## src/rtl/fetch_ctrl_if.sv

```systemverilog
// Fetch-stage bus: PC/ROM side, PC control strobes and the decode handshake.
// The fetch controller takes the master view; PC, ROM and decode sit on the slave view.
interface fetch_ctrl_if #(
  parameter int unsigned IW = 16,
  parameter int unsigned AW = 16
);
  logic [AW-1:0] pc;
  logic [AW-1:0] imem_addr;
  logic [IW-1:0] imem_data;
  logic          inc;
  logic          add;
  logic          sub;
  logic [AW-1:0] offset;
  logic          out_valid;
  logic          out_ready;
  logic [IW-1:0] out_instr;
  logic [AW-1:0] out_pc;
  logic          br_valid;
  logic          br_dir;
  logic [AW-1:0] br_offset;
  logic          halt_req;

  modport master (
    input  pc, imem_data, out_ready, br_valid, br_dir, br_offset, halt_req,
    output imem_addr, inc, add, sub, offset, out_valid, out_instr, out_pc
  );

  modport slave (
    output pc, imem_data, out_ready, br_valid, br_dir, br_offset, halt_req,
    input  imem_addr, inc, add, sub, offset, out_valid, out_instr, out_pc
  );
endinterface

```

## src/rtl/fetch_ctrl.sv

```systemverilog
// Instruction-fetch controller: steps the PC, reads a synchronous ROM, buffers
// returned instructions in a 2-entry FIFO and turns decode redirects into PC controls.
module fetch_ctrl #(
  parameter int unsigned IW = 16,
  parameter int unsigned AW = 16
) (
  input logic          clk,
  input logic          reset,
  fetch_ctrl_if.master bus
);

  typedef enum logic [1:0] {StIdle, StRun, StHalt} state_e;

  state_e        state_q, state_d;
  logic [1:0]    count_q, count_d;
  logic          pending_q, pending_d;
  logic [AW-1:0] pend_addr_q;
  logic          rd_ptr_q, rd_ptr_d;
  logic [IW-1:0] instr_q [2];
  logic [AW-1:0] addr_q  [2];

  logic       out_valid;
  logic       pop;
  logic       push;
  logic       issue;
  logic       br_act;
  logic       wr_ptr;
  logic [2:0] occ;

  assign out_valid = (count_q != 2'd0);
  assign pop       = out_valid && bus.out_ready;
  // Redirects are ignored until the first RUN cycle.
  assign br_act    = bus.br_valid && (state_q != StIdle);
  // Occupancy after this cycle, counting the fetch that is already in flight.
  assign occ       = {1'b0, count_q} + {2'b0, pending_q} - {2'b0, pop};
  assign issue     = (state_q == StRun) && !bus.br_valid && !bus.halt_req && (occ < 3'd2);
  // A flush discards the in-flight return.
  assign push      = pending_q && !br_act;
  // Tail slot: head when empty, the other slot when one entry is held.
  assign wr_ptr    = rd_ptr_q ^ count_q[0];

  // Combinational outputs: PC controls and the head entry.
  assign bus.imem_addr = bus.pc;
  assign bus.inc       = issue;
  assign bus.add       = br_act && !bus.br_dir;
  assign bus.sub       = br_act && bus.br_dir;
  assign bus.offset    = br_act ? bus.br_offset : '0;
  assign bus.out_valid = out_valid;
  assign bus.out_instr = out_valid ? instr_q[rd_ptr_q] : '0;
  assign bus.out_pc    = out_valid ? addr_q[rd_ptr_q] : '0;

  // FSM next-state: halt parks fetch, only a redirect resumes it.
  always_comb begin
    state_d = state_q;
    unique case (state_q)
      StIdle: state_d = StRun;
      StRun: begin
        if (bus.br_valid)      state_d = StRun;
        else if (bus.halt_req) state_d = StHalt;
      end
      StHalt: begin
        if (bus.br_valid) state_d = StRun;
      end
      default: state_d = StIdle;
    endcase
  end

  // FIFO bookkeeping and in-flight flag; a redirect empties everything.
  always_comb begin
    count_d   = count_q;
    rd_ptr_d  = rd_ptr_q;
    pending_d = issue;
    if (br_act) begin
      count_d   = 2'd0;
      rd_ptr_d  = 1'b0;
      pending_d = 1'b0;
    end else begin
      count_d = count_q + {1'b0, push} - {1'b0, pop};
      if (pop) rd_ptr_d = ~rd_ptr_q;
    end
  end

  // Control state registers.
  always_ff @(posedge clk or negedge reset) begin
    if (!reset) begin
      state_q     <= StIdle;
      count_q     <= 2'd0;
      pending_q   <= 1'b0;
      pend_addr_q <= '0;
      rd_ptr_q    <= 1'b0;
    end else begin
      state_q   <= state_d;
      count_q   <= count_d;
      pending_q <= pending_d;
      rd_ptr_q  <= rd_ptr_d;
      if (issue) pend_addr_q <= bus.pc;
    end
  end

  // FIFO storage: ROM data and its fetch address land together on the return edge.
  always_ff @(posedge clk or negedge reset) begin
    if (!reset) begin
      instr_q[0] <= '0;
      instr_q[1] <= '0;
      addr_q[0]  <= '0;
      addr_q[1]  <= '0;
    end else if (push) begin
      instr_q[wr_ptr] <= bus.imem_data;
      addr_q[wr_ptr]  <= pend_addr_q;
    end
  end

endmodule
```

## src/flat_wrapper.sv

```systemverilog
// flat-port wrapper written by rule: the top's interface ports become plain ports
module fetch_ctrl_flat 
#(
  parameter int unsigned IW = 16,
  parameter int unsigned AW = 16
)
  (clk, reset, bus_pc, bus_imem_data, bus_out_ready, bus_br_valid, bus_br_dir, bus_br_offset, bus_halt_req, bus_imem_addr, bus_inc, bus_add, bus_sub, bus_offset, bus_out_valid, bus_out_instr, bus_out_pc);
  fetch_ctrl_if #(.IW(IW), .AW(AW)) bus_i ();
  input logic clk;
  input logic reset;
  input wire logic [$bits(bus_i.pc)-1:0] bus_pc;
  input wire logic [$bits(bus_i.imem_data)-1:0] bus_imem_data;
  input wire logic [$bits(bus_i.out_ready)-1:0] bus_out_ready;
  input wire logic [$bits(bus_i.br_valid)-1:0] bus_br_valid;
  input wire logic [$bits(bus_i.br_dir)-1:0] bus_br_dir;
  input wire logic [$bits(bus_i.br_offset)-1:0] bus_br_offset;
  input wire logic [$bits(bus_i.halt_req)-1:0] bus_halt_req;
  output wire logic [$bits(bus_i.imem_addr)-1:0] bus_imem_addr;
  output wire logic [$bits(bus_i.inc)-1:0] bus_inc;
  output wire logic [$bits(bus_i.add)-1:0] bus_add;
  output wire logic [$bits(bus_i.sub)-1:0] bus_sub;
  output wire logic [$bits(bus_i.offset)-1:0] bus_offset;
  output wire logic [$bits(bus_i.out_valid)-1:0] bus_out_valid;
  output wire logic [$bits(bus_i.out_instr)-1:0] bus_out_instr;
  output wire logic [$bits(bus_i.out_pc)-1:0] bus_out_pc;
  assign bus_i.pc = bus_pc;
  assign bus_i.imem_data = bus_imem_data;
  assign bus_i.out_ready = bus_out_ready;
  assign bus_i.br_valid = bus_br_valid;
  assign bus_i.br_dir = bus_br_dir;
  assign bus_i.br_offset = bus_br_offset;
  assign bus_i.halt_req = bus_halt_req;
  assign bus_imem_addr = bus_i.imem_addr;
  assign bus_inc = bus_i.inc;
  assign bus_add = bus_i.add;
  assign bus_sub = bus_i.sub;
  assign bus_offset = bus_i.offset;
  assign bus_out_valid = bus_i.out_valid;
  assign bus_out_instr = bus_i.out_instr;
  assign bus_out_pc = bus_i.out_pc;
  fetch_ctrl #(.IW(IW), .AW(AW)) u_core (.clk(clk), .reset(reset), .bus(bus_i));
endmodule
```

## config.mk

```make
export PLATFORM = sky130hd
export DESIGN_NAME = fetch_ctrl_flat
export DESIGN_NICKNAME = d
export VERILOG_FILES = /design/src/rtl/fetch_ctrl_if.sv /design/src/rtl/fetch_ctrl.sv /design/src/flat_wrapper.sv
export SDC_FILE = /design/constraint.sdc
export NUM_CORES = 1
export LEC_CHECK = 0
export CAP_MARGIN = 25
export CORE_UTILIZATION = 51
export CTS_CLUSTER_DIAMETER = 40
export DETAILED_ROUTE_END_ITERATION = 10
export PLACE_DENSITY = 0.86
export SYNTH_ARGS = -nofsm -noshare
export SYNTH_HDL_FRONTEND = slang
export SYNTH_SLANG_ARGS = --single-unit
```

## constraint.sdc

```tcl
create_clock -name clk -period 4.45 [get_ports clk]
set_clock_uncertainty 0.05 [all_clocks]
set_input_delay 0.6675 -clock clk [delete_from_list [all_inputs] [get_ports clk]]
set_output_delay 0.6675 -clock clk [all_outputs]
set_load 0.01 [all_outputs]
```

# ---- Yosys cells after proc, flatten, opt, wreduce, memory -nomap -nowiden
# Index checks and enable logic that the tools add are counted.
dict set report op_classes {
  n_eq_ne 4
  addsub 4
  order_cmp 4
  reduce_logical 18
  n_mux 21
  bitwise 4
}
# op count
set op_table {}
lappend op_table {{two-way mux 16 bit} 10}
lappend op_table {{bitwise mux 32 bit} 2}
lappend op_table {{demux 16 bit (select 1 bit)} 1}
lappend op_table {{logical AND 1 bit} 9}
lappend op_table {{two-way mux 2 bit} 4}
lappend op_table {{case mux 2 bit (3 select lines)} 1}
lappend op_table {{nonzero test 2 bit} 3}
lappend op_table {{>= comparator 2 bit (second input constant)} 2}
lappend op_table {{logical NOT 1 bit} 4}
lappend op_table {{inverter 1 -> 2 bit} 2}
lappend op_table {{adder 2 x 1 -> 3 bit} 1}
lappend op_table {{< comparator 3 x 2 -> 1 bit (second input constant)} 1}
lappend op_table {{two-way mux 1 bit} 3}
lappend op_table {{!= test 3 bit (second input constant)} 1}
lappend op_table {{subtractor 3 x 1 -> 3 bit} 1}
lappend op_table {{adder 2 x 1 -> 2 bit} 1}
lappend op_table {{== test 2 x 1 -> 1 bit (second input constant)} 1}
lappend op_table {{== test 2 bit (second input constant)} 1}
lappend op_table {{logical NOT 2 bit} 1}
lappend op_table {{< comparator 2 x 1 -> 1 bit (second input constant)} 1}
lappend op_table {{!= test 2 bit (second input constant)} 1}
lappend op_table {{AND reduction 2 bit} 1}
lappend op_table {{subtractor 2 x 1 -> 2 bit} 1}
lappend op_table {{inverter 1 bit} 1}
lappend op_table {{XOR 1 bit} 1}
dict set report word_totals {
  elab_cells 64
  in_bits 54
  out_inout_bits 68
  regBits 86
}

# ---- Depth between registers and ports, before layout
dict set report logic_depth {
  ltp_word 7
  mapped_depth 10
  mapped_depth_nobuf 9
}

# ---- Worst setup path after synthesis
# OpenSTA, ideal clock, no wires.
dict set report synth_path {
  path_type {in2out}
  startpoint {in bus_out_ready}
  endpoint {out bus_inc}
  stages 10
  required_time_ns 3.733
  arrival_time_ns 2.318
  path_buffers 1
  path_slack_ns 1.415
  path_cell_list {o21ai_0 -> inv_1 -> ha_1 -> inv_1 -> nand2_1 -> fa_1 -> xnor2_1 -> nand4_4 -> buf_4 -> inv_1}
}
dict set report synth_via {
  elab_chain_cells 4
}
# item line
set synth_rtl {}
lappend synth_rtl {{from (decl)} flat_wrapper.sv:13} ;# input wire logic [$bits(bus_i.out_ready)-1:0] bus_out_ready;
lappend synth_rtl {{logical AND 1 bit} fetch_ctrl.sv:31} ;# assign pop = out_valid && bus.out_ready;
lappend synth_rtl {{subtractor 3 x 1 -> 3 bit} fetch_ctrl.sv:35} ;# assign occ = {1'b0, count_q} + {2'b0, pending_q} - {2'b0, pop};
lappend synth_rtl {{< comparator 3 x 2 -> 1 bit} fetch_ctrl.sv:36} ;# assign issue = (state_q == StRun) && !bus.br_valid && !bus.halt_req && (occ < 3'd2);
lappend synth_rtl {{logical AND 1 bit} fetch_ctrl.sv:36}
lappend synth_rtl {{to (decl)} flat_wrapper.sv:19} ;# output wire logic [$bits(bus_i.inc)-1:0] bus_inc;
# No other way between the ends.

# ---- Worst setup path in the final report
# Ends and elaborated chain as after synthesis.

==> impl_metrics.tcl <==
set metrics [dict create \
    highest_layer "met4" \
    tns_ps 0 \
    drive_above_1_share 0.228 \
    setup.worst_path.start_class "primary input" \
    hp-class "in2async" \
    io_pins 122 \
    cts.clk_slew.worst_paths_ps 80 \
    antenna_found_initial 0 \
    die-area_mm2 0.00830 \
    leakage_uw 0.00239 \
    overflow 0 \
    synth_nets 373 \
    num_rows 32 \
    clockRootBuffer "clkbuf_8" \
    arrival_ps 3110 \
    rsz0062_at_grt "false" \
    setup-violations-final 0 \
    vias_per_cell 5.15 \
    grt_max_degree 87 \
    netlist_top_cells_area "dfrtp_1, mux2_2, mux2i_1" \
    fp.coreArea_mm2 0.00769 \
    rr_worst_depth 10 \
    synth_cell_type_count 25 \
    clock_sinks 86 \
    route.met2.wl_um 4040 \
    post-route-util 0.711 \
    ys.flop_type "dfrtp_1" \
    status "complete, no violations" \
    nFillCells 564 \
    antenna-diode-count 0 \
    ant_nets 0 \
    drc_errors 0 \
    min_period_ps 3830 \
    routedWlPerCell_um 15.0 \
    synthArstFlopShare 1.00 \
    drt_iter0_markers 129 \
    track_usage 0.200 \
    fmax_ghz 0.261 \
    slew_headroom 0.420 \
    postCtsResizedCells 0 \
    worstPathRequired_ps 3730 \
    cts_tree "done" \
    cts-buffers-inserted 9 \
    gp_congestion 0.762 \
    syn_inst 315 \
    synth.most_common_cell "dfrtp_1" \
    hold_viol 0 \
    peakVddDrop_mv 0.294 \
    avgSynthCellArea_um2 12.9 \
    wl_met1_um 3290 \
    ys_warn_count 0 \
    grt_pass1_vias 2802 \
    cts_max_path_buffers 2 \
    worstSkewPairLatency_ps 340 \
    h-tree-depth 3 \
    wl_met3_um 467 \
    power.density_mw_per_mm2 577 \
    die_h_um 91.1 \
    ys_top_cells_by_count "dfrtp_1, mux2_2, nor2_1" \
    cap_violations 0 \
    ctsHoldBuffers 0 \
    grt_first_pass_wirelength_um 12900 \
    path_class "in2out" \
    dr_total_vias 2712 \
    slew_violations 0 \
    ys_seq_elements 86 \
    yosysTopAreaCell "dfrtp_1" \
    tightestPinTransition_ps 870 \
    syn_area_mm2 0.00405 \
    ys_seq_area_frac 0.531 \
    cp_max_fo 2 \
    crit_path_end_kind "output port" \
    first_pass_iters 4 \
    synth_edf_count 0 \
    die_w_um 91.1 \
    place_hpwl_um 5480 \
    start_util 0.527 \
    yosysTopAreaCellShare 0.531 \
    timing.final.crit_share 0.861 \
    routed_wl_um 7910 \
    portBuffers 121 \
    post_cts_buffers 0 \
    area_delta_synth_final_pct 35.0 \
    fin_nets 479 \
]
sequential cells by signal (all words and copies together) (netlist names):
name	cells
u_core.addr_q	32
u_core.count_q	2
u_core.instr_q	32
u_core.pend_addr_q	16
u_core.pending_q	1
u_core.rd_ptr_q	1
u_core.state_q	2
critical path, cell delays in order:
cell and delay, ps:
clkdlybuf4s50_1 410, o21ai_0 120, inv_1 80, ha_1 280, inv_1 90, nand2_1 80
fa_1 380, xnor2_1 240, nand4_4 160, inv_1 80, clkdlybuf4s50_1 530
layout by cell type, fill, tap and decap left out, types with 2 or more instances in the layout:
cell type and n:
and2_1 19, buf_4 5, bufinv_16 2, clkbuf_8 9, clkdlybuf4s50_1 120, clkinvlp_4 2
dfrtp_1 85, ha_1 3, inv_1 10, mux2_1 8, mux2_2 72, mux2i_1 32
nor2_1 35, o21ai_0 2, xnor2_1 3
area by class of cell:
cell class,instances,area (um2),area share
clock buffer,10,128,0.0233
tap,102,128,0.0233
inverter,10,37.5,0.00686
clock inverter,5,83.8,0.0153
sequential,86,2150,0.394
multi-input combinational,188,1670,0.306
timing repair buffer,126,1270,0.232
power breakdown:
part / switching, uW / internal, uW / total [uW]
clock network: 263 / 315 / 578
logic: 506 / 736 / 1240
registers: 210 / 1130 / 1340
layer usage:
layer / track usage / vias to the layer above
met5: 0 / -
met4: 0.0780 / 0
met3: 0.0419 / 8
met2: 0.354 / 90
met1: 0.237 / 1356
li1: - / 1258
path summary, 6_finish.rpt:
path	startpoint	endpoint	slack (ps)
max	bus_out_ready	bus_inc	620
min	reset	u_core.instr_q[24]	110
max reg2reg	u_core.count_q[1]	u_core.pend_addr_q[8]	1670
min reg2reg	u_core.addr_q[25]	u_core.addr_q[25]	460
max in group asynchronous	reset	u_core.instr_q[0]	3660
min in group clk	u_core.addr_q[25]	u_core.addr_q[25]	460
metrics by stage:
stage | cell area [um2] | std cells | total power [uW] | hold WS, ps | setup WS (ps)
3_5_place_dp | 5230 | 511 | 2610 | 442 | 655
6_report | 5470 | 527 | 3160 | 109 | 621
5_1_grt | 5470 | 527 | 3370 | 94.0 | 495
4_1_cts | 5440 | 526 | 3190 | 461 | 629
3_3_place_gp | 5230 | 511 | 2540 | 436 | 710
2_1_floorplan | 4050 | 315 | 2090 | 322 | 1410
kinds of logic (layout without fill, tap and decap cells):
family,count (synthesis),count (layout),synth area share
mux,112,112,0.302
flops,86,86,0.531
xor+xnor,4,4,0.00865
fa+ha+maj,4,4,0.0142
compound gates,6,6,0.00896
buf+inv,41,151,0.0575
simple gates,62,62,0.0778
No activity file was read; power rests on OpenSTA's default activity.
